## src/rtl/dmem_arbiter.sv

```systemverilog
// Data RAM arbiter: the processor always owns the RAM when it is busy; one peripheral
// requester is served in idle cycles with a req/gnt handshake and tagged read return.
module dmem_arbiter #(
    parameter int ADDR_W       = 12,
    parameter int DATA_W       = 32,
    parameter int STARVE_LIMIT = 64
) (
    input  logic              clock,
    input  logic              reset,
    input  logic [ADDR_W-1:0] cpu_addr,
    input  logic              cpu_wren,
    input  logic              cpu_rden,
    input  logic [DATA_W-1:0] cpu_wdata,
    output logic [DATA_W-1:0] cpu_rdata,
    input  logic              periph_req,
    input  logic              periph_we,
    input  logic [ADDR_W-1:0] periph_addr,
    input  logic [DATA_W-1:0] periph_wdata,
    output logic              periph_gnt,
    output logic              periph_rvalid,
    output logic [DATA_W-1:0] periph_rdata,
    output logic              periph_starved,
    output logic [15:0]       grant_count,
    output logic [ADDR_W-1:0] ram_addr,
    output logic              ram_wen,
    output logic [DATA_W-1:0] ram_din,
    input  logic [DATA_W-1:0] ram_dout
);

    localparam int CW = $clog2(STARVE_LIMIT + 1);
    localparam logic [CW-1:0] LIMIT = CW'(STARVE_LIMIT);

    typedef enum logic {ST_IDLE, ST_WAIT} state_t;

    state_t            state_q, state_nxt;
    logic [CW-1:0]     wait_cnt_q, wait_cnt_nxt;
    logic              starved_q, starved_nxt;
    logic              rd_tag_q;
    logic [DATA_W-1:0] hold_q;
    logic [15:0]       grant_cnt_q;
    logic              cpu_busy;
    logic              gnt;

    assign cpu_busy = cpu_wren | cpu_rden;
    // Reset gates the grant so nothing reaches the RAM while held in reset.
    assign gnt      = periph_req & ~cpu_busy & reset;

    always_comb begin
        ram_addr = cpu_addr;
        ram_wen  = 1'b0;
        ram_din  = cpu_wdata;
        if (cpu_busy) begin
            ram_wen = cpu_wren;
        end else if (periph_req) begin
            ram_addr = periph_addr;
            ram_wen  = periph_we;
            ram_din  = periph_wdata;
        end
        ram_wen = ram_wen & reset;
    end

    always_comb begin
        state_nxt    = state_q;
        wait_cnt_nxt = wait_cnt_q;
        case (state_q)
            ST_IDLE: if (periph_req & cpu_busy) state_nxt = ST_WAIT;
            ST_WAIT: begin
                if (gnt | ~periph_req) begin
                    state_nxt    = ST_IDLE;
                    wait_cnt_nxt = '0;
                end else if (wait_cnt_q != LIMIT) begin
                    wait_cnt_nxt = wait_cnt_q + 1'b1;
                end
            end
            default: state_nxt = ST_IDLE;
        endcase
        // Sticky until the peripheral finally gets through.
        starved_nxt = gnt ? 1'b0 : (starved_q | (wait_cnt_nxt == LIMIT));
    end

    always_ff @(posedge clock or negedge reset) begin
        if (!reset) begin
            state_q     <= ST_IDLE;
            wait_cnt_q  <= '0;
            starved_q   <= 1'b0;
            rd_tag_q    <= 1'b0;
            hold_q      <= '0;
            grant_cnt_q <= '0;
        end else begin
            state_q    <= state_nxt;
            wait_cnt_q <= wait_cnt_nxt;
            starved_q  <= starved_nxt;
            rd_tag_q   <= gnt & ~periph_we;
            if (rd_tag_q) hold_q <= ram_dout;
            if (gnt) grant_cnt_q <= grant_cnt_q + 16'd1;
        end
    end

    assign cpu_rdata      = ram_dout;
    assign periph_gnt     = gnt;
    assign periph_rvalid  = rd_tag_q;
    assign periph_rdata   = rd_tag_q ? ram_dout : hold_q;
    assign periph_starved = starved_q;
    assign grant_count    = grant_cnt_q;

endmodule

```

## config.mk

```make
export PLATFORM = sky130hd
export DESIGN_NAME = dmem_arbiter
export DESIGN_NICKNAME = d
export VERILOG_FILES = /design/src/rtl/dmem_arbiter.sv
export SDC_FILE = /design/constraint.sdc
export NUM_CORES = 1
export LEC_CHECK = 0
export CORE_ASPECT_RATIO = 2
export CORE_UTILIZATION = 34
export CTS_CLUSTER_DIAMETER = 150
export CTS_CLUSTER_SIZE = 10
export DETAILED_ROUTE_END_ITERATION = 10
export PLACE_DENSITY = 0.9
export SLEW_MARGIN = 10
export SYNTH_ARGS = -nofsm -noshare
export SYNTH_HDL_FRONTEND = slang
export SYNTH_SLANG_ARGS = --single-unit
```

## constraint.sdc

```tcl
create_clock -name clock -period 2.3 [get_ports clock]
set_input_delay 0.46 -clock clock [delete_from_list [all_inputs] [get_ports clock]]
set_output_delay 0.46 -clock clock [all_outputs]
set_load 0.01 [all_outputs]
```

==> qor.yml, run 1 <==
hpwlAfterDp_mm: 8.986
fill_cells: 732
swShare_pct: 27.22
antenna_cells: 0
finalPower_mw: 3.934
clk_latency_ns: 0.32
num_vias: 3189
core_area_um2: 9384
slew_violations: 0
drive_gt1_share_pct: 31.14
p_leak_nw: 2.601
die_w_um: 71.53
fin_ws_ns: 0.04844
start_util_pct: 35.03
synth_seq_cells: 58
nets: 657
maxCapViolations: 0
reg2reg_to: "periph_starved$_DFF_PN0_"
post_synth_instance_area_um2: 3287
grt_usage_pct: 23.70
portBuffers: 253
totalWireLength_mm: 11.84
min_period_ns: 2.252
max_stage_delay_ns: 0.50
p_clk_share_pct: 31.8
grt_pass1_vias: 3445
hp-class: "in -> async"
avgViaCountPerCell: 5.006
wl_per_cell_um: 18.59
rrSetupSlack_ns: 0.33
hold_viol_final: 0
cts_tree: "yes"
worst_ep_required_time_ns: 1.84
setup_tns_ns: 0
synth_cell_types: 42
synthArstFlopShare_pct: 100.0
synthFlopType: "dfrtp_1"
finalSetupViolCount: 0
critical_path_class: "reg -> out"
path_clk_slew_ns: 0.05
yosysTopAreaCellShare_pct: 44.16
root_buffer: "clkbuf_16"
cts_num_sinks: 58
status: "complete, no violations"
cpMaxStageDelayCell: "clkdlybuf4s50_1"
finalClockSkew_ns: 0.003132
syn2layout_area_growth_pct: 89.76
power.internal_mw: 2.863
fin_util_pct: 66.47
cts_max_path_buffers: 2
worstReg2RegStart: "wait_cnt_q[3]$_DFF_PN0_"
synth_top_area_cell: "dfrtp_1"
numCtsBuffers: 9
die_h_um: 141.1
combinationalPowerShare_pct: 34.6
start_kind: "flip-flop"
antenna_found_initial: 0
cp_num_buf_inv: 2
route.detailed.drc: 0
gr-total-overflow: 0
cts_max_level: 3
end_kind: "primary output"
irDropWorstVdd_mv: 0.3703
p_seq_share_pct: 33.5
drtPass1Iterations: 4
grt_first_pass_wirelength_mm: 17.77
rsz0062_at_grt: "no"
dieArea_um2: 10090
critPathTopFamily: "buffers and inverters"
grt_max_degree: 56
crit_fanout: 16
p_switching_mw: 1.071
worst_pin_slew_ns: 0.6851
maxSlewHeadroom_pct: 54.32
synth-edff-count: 0
rr_worst_depth: 5
p_per_area_nw_per_um2: 630.7
synth_area_leaders: "dfrtp_1 44%, mux2_2 26%, buf_4 7.3%"
dp_slack_ns: -0.5268
ant_nets: 0
ys_warn_count: 0
io_pins: 254
max_freq_mhz: 444.1
cp_cell_sequence: "clkbuf_16, mux2_2, clkdlybuf4s50_1"
rows: 50
drt-initial-drc-count: 146
fin_crit_sh_pct: 97.89
syn-instance-count: 285
ys_seq_area_share_pct: 44.16
syn_nets: 414
synth_area_per_cell_um2: 11.53
gp_congestion: 0.8753
arrival_ns: 1.79
## cell families (layout without fill, tap and decap cells)
| kind of cell | Yosys count | count (layout) | synth area share [%] |
|---|---|---|---|
| simple gates | 56 | 56 | 9.136 |
| buf+inv | 52 | 300 | 9.821 |
| flops | 58 | 58 | 44.16 |
| mux | 76 | 76 | 26.04 |
| xor+xnor | 16 | 16 | 4.263 |
| fa+ha+maj | 3 | 3 | 1.142 |
| compound gates | 24 | 24 | 5.443 |
## layer usage
layer / wire length [um] / share of wire, % / track usage (%) / vias to the layer above
met2: 7189 / 61 / 49.17 / 195
met1: 3560 / 30 / 20.41 / 1512
met3: 844 / 7.1 / 5.289 / 18
li1: - / - / - / 1464
met4: 245 / 2.1 / 9.907 / 0
met5: 0 / 0 / 0 / -
## cell usage after synthesis (2+ instances only)
cell type and count:
mux2_2 76, dfrtp_1 58, buf_4 32, nand2_1 19
xnor2_1 12, nand3_1 8, inv_1 7, buf_2 6
nor2_1 6, and3_1 5, clkbuf_1 4, o21ai_0 4
xor2_1 4, a21oi_1 3, buf_1 3, ha_1 3
nand4_1 3, nand2b_1 2, nand3b_1 2, nor3b_1 2
o211ai_1 2, o21a_1 2, o22ai_1 2, o31ai_1 2
## layout by cell type, fill, tap and decap left out, types with 5 or more instances in the layout
cell	n
buf_2	19
clkbuf_16	10
buf_4	11
dfrtp_1	57
buf_6	9
clkdlybuf4s15_2	19
clkdlybuf4s50_1	204
inv_1	7
nand2_1	19
and3_1	5
nor2_1	6
mux2_2	73
xnor2_1	12
nand3_1	8
## how the worst max path moves through the flow
stage,start,to,slack [ns],cells past startpoint
floorplan,periph_req,ram_addr[0],0.15,5
global placement,periph_req,ram_din[23],-0.53,5
detailed placement,periph_req,ram_din[3],-0.53,5
CTS,cpu_wren,ram_din[18],-0.03,7
global route,periph_rvalid$_DFF_PN0_,periph_rdata[20],0.008,3
finish,periph_rvalid$_DFF_PN0_,periph_rdata[1],0.05,3
## power by group through the flow
stage	clock network [mW]	registers [mW]	logic (mW)
after floorplan	0	1.32	0.541
after global placement	0	1.32	1.33
after detailed placement	0	1.33	1.35
after CTS	1.27	1.32	1.37
after global routing	1.32	1.34	1.46
final	1.25	1.32	1.36
## what timing repair did
action                                  in CTS  in global routing
hold endpoints to repair                     4                  0
gates resized for setup                    171                  8
gates cloned                                 4                  1
pin swaps                                    1                  0
endpoints found under the setup margin      46                 37
hold buffers                                 1                  0
buffers inserted                             5                  0
## final cells by class
type | count | area (um2) | share of cell area (%)
inverter | 7 | 26.28 | 0.4213
timing repair buffer | 277 | 2801 | 44.91
sequential | 58 | 1453 | 23.29
clock buffer | 12 | 266.5 | 4.273
tap | 104 | 130.1 | 2.086
multi-input combinational | 175 | 1535 | 24.61
clock inverter | 4 | 25.02 | 0.4012
## registers in the layout (all words and copies together) (netlist names)
signal,count
grant_count,16
hold_q,32
periph_rvalid,1
periph_starved,1
state_q,1
wait_cnt_q,7
## per-stage QoR
step	std cells	hold slack, ns	cell area, um2
6_report	637	0.3964	6237
5_1_grt	637	0.4573	6237
4_1_cts	636	0.4059	6220
3_5_place_dp	610	0.3153	5776
3_3_place_gp	610	0.3183	5776
2_1_floorplan	285	0.1644	3287
No activity file was read; power rests on OpenSTA's default activity.
==> run 2, diff against run 1 <==
Settings changed: CORE_UTILIZATION 34 to 35, PLACE_DENSITY 0.9 to 0.81.
Clock period 2.3 ns to 2.7 ns, I/O delays scaled along.
==> run 2 against run 1 <==
Against the previous run:
- the run now ends with design-rule violations left
- non-clock buffer count fell by 6
- setup slack gained 0.013 ns
- via count is 0.97% higher
- combinational power decreased by 15%
- cell count is 1.4% lower
- die area fell by 2.8%
- critical endpoint is now ram_din[20]
==> qor.yml, run 2 (synthesized netlist as in run 1, its figures left out) <==
grt_use_met2_pct: 51.76
hpwlAfterDp_mm: 9.943
cp_cell_sequence: "dlygate4sd2_1, nor3b_4, buf_6, buf_4, buf_12, mux2_2, dlygate4sd2_1"
cts_max_path_buffers: 2
cpMostUsedCell: "dlygate4sd2_1"
cts_tree: "yes"
num_vias: 3220
fin_crit_sh_pct: 97.73
grt_pass1_vias: 3561
p_switching_mw: 0.9118
worst_ep_required_time_ns: 2.16
fill_cells: 739
finalSetupViolCount: 0
maxCapViolations: 0
status: "complete, but fails checks"
violations: "design-rule violations"
critical_path_class: "in -> out"
largest_register_ffs: 32
numCtsBuffers: 9
gr-total-overflow: 0
grt_first_pass_wirelength_mm: 19.33
hold_viol_final: 0
worst_pin_slew_ns: 0.4256
p_leak_nw: 2.575
largest_register: "hold_q"
io_pins: 254
swShare_pct: 27.61
max_freq_mhz: 379.0
max_stage_delay_ns: 0.38
portBuffers: 253
antenna_found_initial: 0
drt-initial-drc-count: 231
ctsHoldBuffers: 0
clk_latency_ns: 0.32
critPathTopFamily: "buffers and inverters"
arrival_ns: 2.10
gp_congestion: 0.9357
irDropWorstVdd_mv: 0.3468
syn2layout_area_growth_pct: 85.73
use_met3_pct: 7.849
cts_num_sinks: 58
final_cell_mix: "204 x clkdlybuf4s50_1, 76 x mux2_2, 58 x dfrtp_1"
cp_num_buf_inv: 5
core_area_um2: 9074
ant_nets: 0
p_seq_share_pct: 34.0
combinationalPowerShare_pct: 35.1
root_buffer: "clkbuf_16"
antenna_cells: 0
fin_hold_ws_ns: 0.1076
die_h_um: 139.1
nets: 651
final_area_um2: 6105
hp-class: "in -> async"
cts_max_level: 3
avgViaCountPerCell: 5.127
dieArea_um2: 9807
rows: 49
route.detailed.drc: 40
grt_usage_pct: 26.68
crit_fanout: 12
path_clk_slew_ns: 0.05
drtPass1Iterations: 8
finalClockSkew_ns: 0.004808
start_util_pct: 36.22
die_w_um: 70.53
wl_per_cell_um: 20.17
end_kind: "primary output"
rsz0062_at_grt: "no"
drive_gt1_share_pct: 22.62
slew_violations: 0
maxSlewHeadroom_pct: 71.62
power.internal_mw: 2.390
min_period_ns: 2.639
grtUsageMet1_pct: 26.76
grt_max_degree: 34
busiest_layer: "met2"
cpMaxStageDelayCell: "mux2_2"
start_kind: "input port"
p_clk_share_pct: 30.9
layout_commonest_cell: "clkdlybuf4s50_1"
totalWireLength_mm: 12.67
dpl-instance-area_um2: 5738
p_per_area_nw_per_um2: 540.9
fin_util_pct: 67.28
run 2: cell type report:
class,instances,area [um2],share of cell area [%]
Clock buffer,12,256.5,4.202
Sequential cell,58,1451,23.78
Inverter,7,26.28,0.4304
Clock inverter,3,15.01,0.2460
Multi-Input combinational cell,175,1524,24.96
Timing Repair Buffer,271,2704,44.29
Tap cell,102,127.6,2.091
run 2: power by group through the flow:
| stage | Clock [mW] | Sequential, mW | Combinational [mW] |
|---|---|---|---|
| 3_5_place_dp | 0 | 1.14 | 1.17 |
| 5_1_grt | 1.07 | 1.14 | 1.23 |
| 6_report | 1.02 | 1.12 | 1.16 |
| 2_1_floorplan | 0 | 1.12 | 0.461 |
| 3_3_place_gp | 0 | 1.12 | 1.15 |
| 4_1_cts | 1.03 | 1.12 | 1.17 |
run 2: stage by stage:
stage,setup TNS [ns],std cells,setup WS (ns),power [mW]
after floorplan,0,285,0.3888,1.585
after global placement,-11.43,605,-0.3662,2.275
after detailed placement,-12.33,605,-0.3876,2.309
after CTS,0,628,0.02918,3.327
after global routing,0,628,0.01006,3.442
final,0,628,0.06122,3.302
run 2: final timing paths:
path	startpoint	end	slack [ns]	cells past startpoint
worst min register to register	hold_q[31]$_DFF_PN0_	hold_q[31]$_DFF_PN0_	0.49	1
min in group clock	hold_q[31]$_DFF_PN0_	hold_q[31]$_DFF_PN0_	0.49	1
max in group asynchronous	reset	hold_q[13]$_DFF_PN0_	1.91	2
worst max-delay path	cpu_wren	ram_din[20]	0.06	7
worst min-delay path	reset	periph_starved$_DFF_PN0_	0.11	1
worst max register to register	wait_cnt_q[3]$_DFF_PN0_	periph_starved$_DFF_PN0_	0.70	5
run 2: layer usage:
layer  part of all wire [%]  wire, um
met2                     56      7030
met4                   0.97       123
met1                     33      4218
met3                     10      1293
met5                      0         0
run 2: what timing repair did:
item,CTS,global route
setup buffers,4,0
setup endpoints to repair,45,6
cloned,4,0
pin swaps,1,1
resized for setup,63,5
==> run 3, diff against run 2 <==
Settings changed: ABC_CLOCK_PERIOD_IN_PS from default to 2700, PLACE_DENSITY 0.81 to default, PLACE_DENSITY_LB_ADDON from default to 0.25, SLEW_MARGIN 10 to default.
==> run 3 against run 2 <==
Against the previous run:
- the flow still finishes with violations (design-rule violations)
- clock skew is 0.00089 ns lower
- cell count is 0.80% lower
- wire length is 17% lower
- sequential power hardly changed
- via count is 2.5% lower
- clock-buffer cell count is 1 lower
- utilization is 2.6 points lower
- sequential cell count stayed put
- sequential share of layout area is 0.94 points higher
- fmax is 2.3% higher
- combinational power is 5% lower
- critical path type unchanged
- largest cell class unchanged
- highest routed layer unchanged
==> qor.yml, run 3 (synthesized netlist as in run 1, its figures left out) <==
wl_per_cell_um: 16.91
ant_nets: 0
path_clk_slew_ns: 0.05
ctsHoldBuffers: 0
numCtsBuffers: 9
fin_hold_ws_ns: 0.04968
cpMaxStageDelayCell: "clkdlybuf4s50_1"
avgViaCountPerCell: 5.039
start_kind: "input port"
antenna_found_initial: 0
io_pins: 254
cp_cell_sequence: "clkdlybuf4s50_1, nor3b_4, buf_4, buf_6, mux2_2, clkbuf_2"
rows: 49
antenna_cells: 0
root_buffer: "clkbuf_16"
worst_pin_slew_ns: 0.4085
critical_path_class: "in -> out"
worst_ep_required_time_ns: 2.16
layout_commonest_cell: "clkdlybuf4s50_1"
multiInputGateArea_um2: 1524
fin_util_pct: 64.71
cts_tree: "yes"
arrival_ns: 2.04
grt_first_pass_wirelength_mm: 16.71
p_leak_nw: 2.495
syn2layout_area_growth_pct: 78.64
gp_congestion: 0.8693
drive_gt1_share_pct: 29.56
min_period_ns: 2.579
grt_use_met2_pct: 42.31
drtPass1Iterations: 8
cts_max_path_buffers: 2
clk_latency_ns: 0.32
final_cell_mix: "206 x clkdlybuf4s50_1, 76 x mux2_2, 58 x dfrtp_1"
violations: "design-rule violations"
crit_fanout: 11
route.detailed.drc: 46
max_stage_delay_ns: 0.48
use_met3_pct: 6.977
largest_register: "hold_q"
num_vias: 3139
dp_slack_ns: -0.2918
nets: 647
rsz0062_at_grt: "no"
core_area_um2: 9074
gr-total-overflow: 0
max_freq_mhz: 387.7
grt_usage_pct: 22.08
fin_ws_ns: 0.1207
fill_cells: 758
end_kind: "primary output"
seq_area_um2: 1451
cts_max_level: 3
cp_num_buf_inv: 4
busiest_layer: "met2"
p_per_area_nw_per_um2: 566.0
fin_crit_sh_pct: 95.53
critPathTopFamily: "buffers and inverters"
grt_pass1_vias: 3247
hp-class: "in -> async"
cts_num_sinks: 58
grtUsageMet1_pct: 21.25
start_util_pct: 36.22
totalWireLength_mm: 10.54
portBuffers: 253
hold_viol_final: 0
dieArea_um2: 9807
hpwlAfterDp_mm: 8.594
drt-initial-drc-count: 184
maxSlewHeadroom_pct: 72.77
finalSetupViolCount: 0
die_h_um: 139.1
finalClockSkew_ns: 0.003917
status: "complete, but fails checks"
die_w_um: 70.53
grt_max_degree: 34
irDropWorstVdd_mv: 0.2895
largest_register_ffs: 32
slew_violations: 0
maxCapViolations: 0
finalPower_mw: 3.324
-- run 3: changes by cell type in the layout (fill, tap and decap cells not counted), sizes merged --
cell           previous run  this run
clkdlybuf4s15             2         0
clkinv                    3         2
clkdlybuf4s50           204       206
bufinv                    0         1
buf                      20        15
clkbuf                   14        55
dlygate4sd2              43         2
-- run 3: layer usage --
layer / wire length, um / part of all wire [%] / vias up
met5: 0 / 0 / -
met4: 192 / 1.8 / 0
li1: - / - / 1441
met1: 3263 / 31 / 1465
met3: 1246 / 12 / 14
met2: 5833 / 55 / 219
-- run 3: timing repair --
| item | 4_1_cts | 5_1_grt |
|---|---|---|
| resized for setup | 94 | 44 |
| endpoints found under the setup margin | 45 | 44 |
| pin swaps | 1 | 0 |
| gates cloned | 1 | 0 |
| setup buffers | 2 | 0 |
-- run 3: cell type report --
cell class	instances	area share [%]
clock buffer	11	4.304
clock inverter	3	0.6819
inverter	7	0.4475
multi-input combinational	175	25.95
sequential	58	24.72
tap	102	2.173
timing repair buffer	267	41.72
-- run 3: stage by stage --
| stage | std cells | setup TNS, ns | area [um2] |
|---|---|---|---|
| 4_1_cts | 623 | -0.006425 | 6092 |
| 3_3_place_gp | 606 | -10.02 | 5746 |
| 6_report | 623 | 0 | 5872 |
| 5_1_grt | 623 | 0 | 5872 |
| 3_5_place_dp | 606 | -10.55 | 5746 |
| 2_1_floorplan | 285 | 0 | 3287 |
-- run 3: report_power, final --
group          switching (mW)  leakage (nW)  internal (mW)
combinational           0.426          1.60          0.677
sequential             0.0942         0.743           1.03
clock                   0.349         0.147          0.747
total                   0.869          2.49           2.45
-- run 3: worst reg2reg max path, cell delays in order (launching register included) --
cell and delay, ns:
dfrtp_1 0.44, or2_1 0.29, or4_4 0.52, nand4_2 0.24
a21oi_1 0.14, o31ai_2 0.24
-- run 3: path summary, 6_finish.rpt --
kind | from | endpoint | slack [ns] | cells after the start
worst min register to register | hold_q[23]$_DFF_PN0_ | hold_q[23]$_DFF_PN0_ | 0.49 | 1
worst max-delay path | periph_req | ram_din[31] | 0.12 | 6
max in group asynchronous | reset | hold_q[14]$_DFF_PN0_ | 2.04 | 2
min in group clock | hold_q[23]$_DFF_PN0_ | hold_q[23]$_DFF_PN0_ | 0.49 | 1
worst max register to register | wait_cnt_q[3]$_DFF_PN0_ | periph_starved$_DFF_PN0_ | 0.74 | 5
worst min-delay path | reset | periph_starved$_DFF_PN0_ | 0.05 | 1
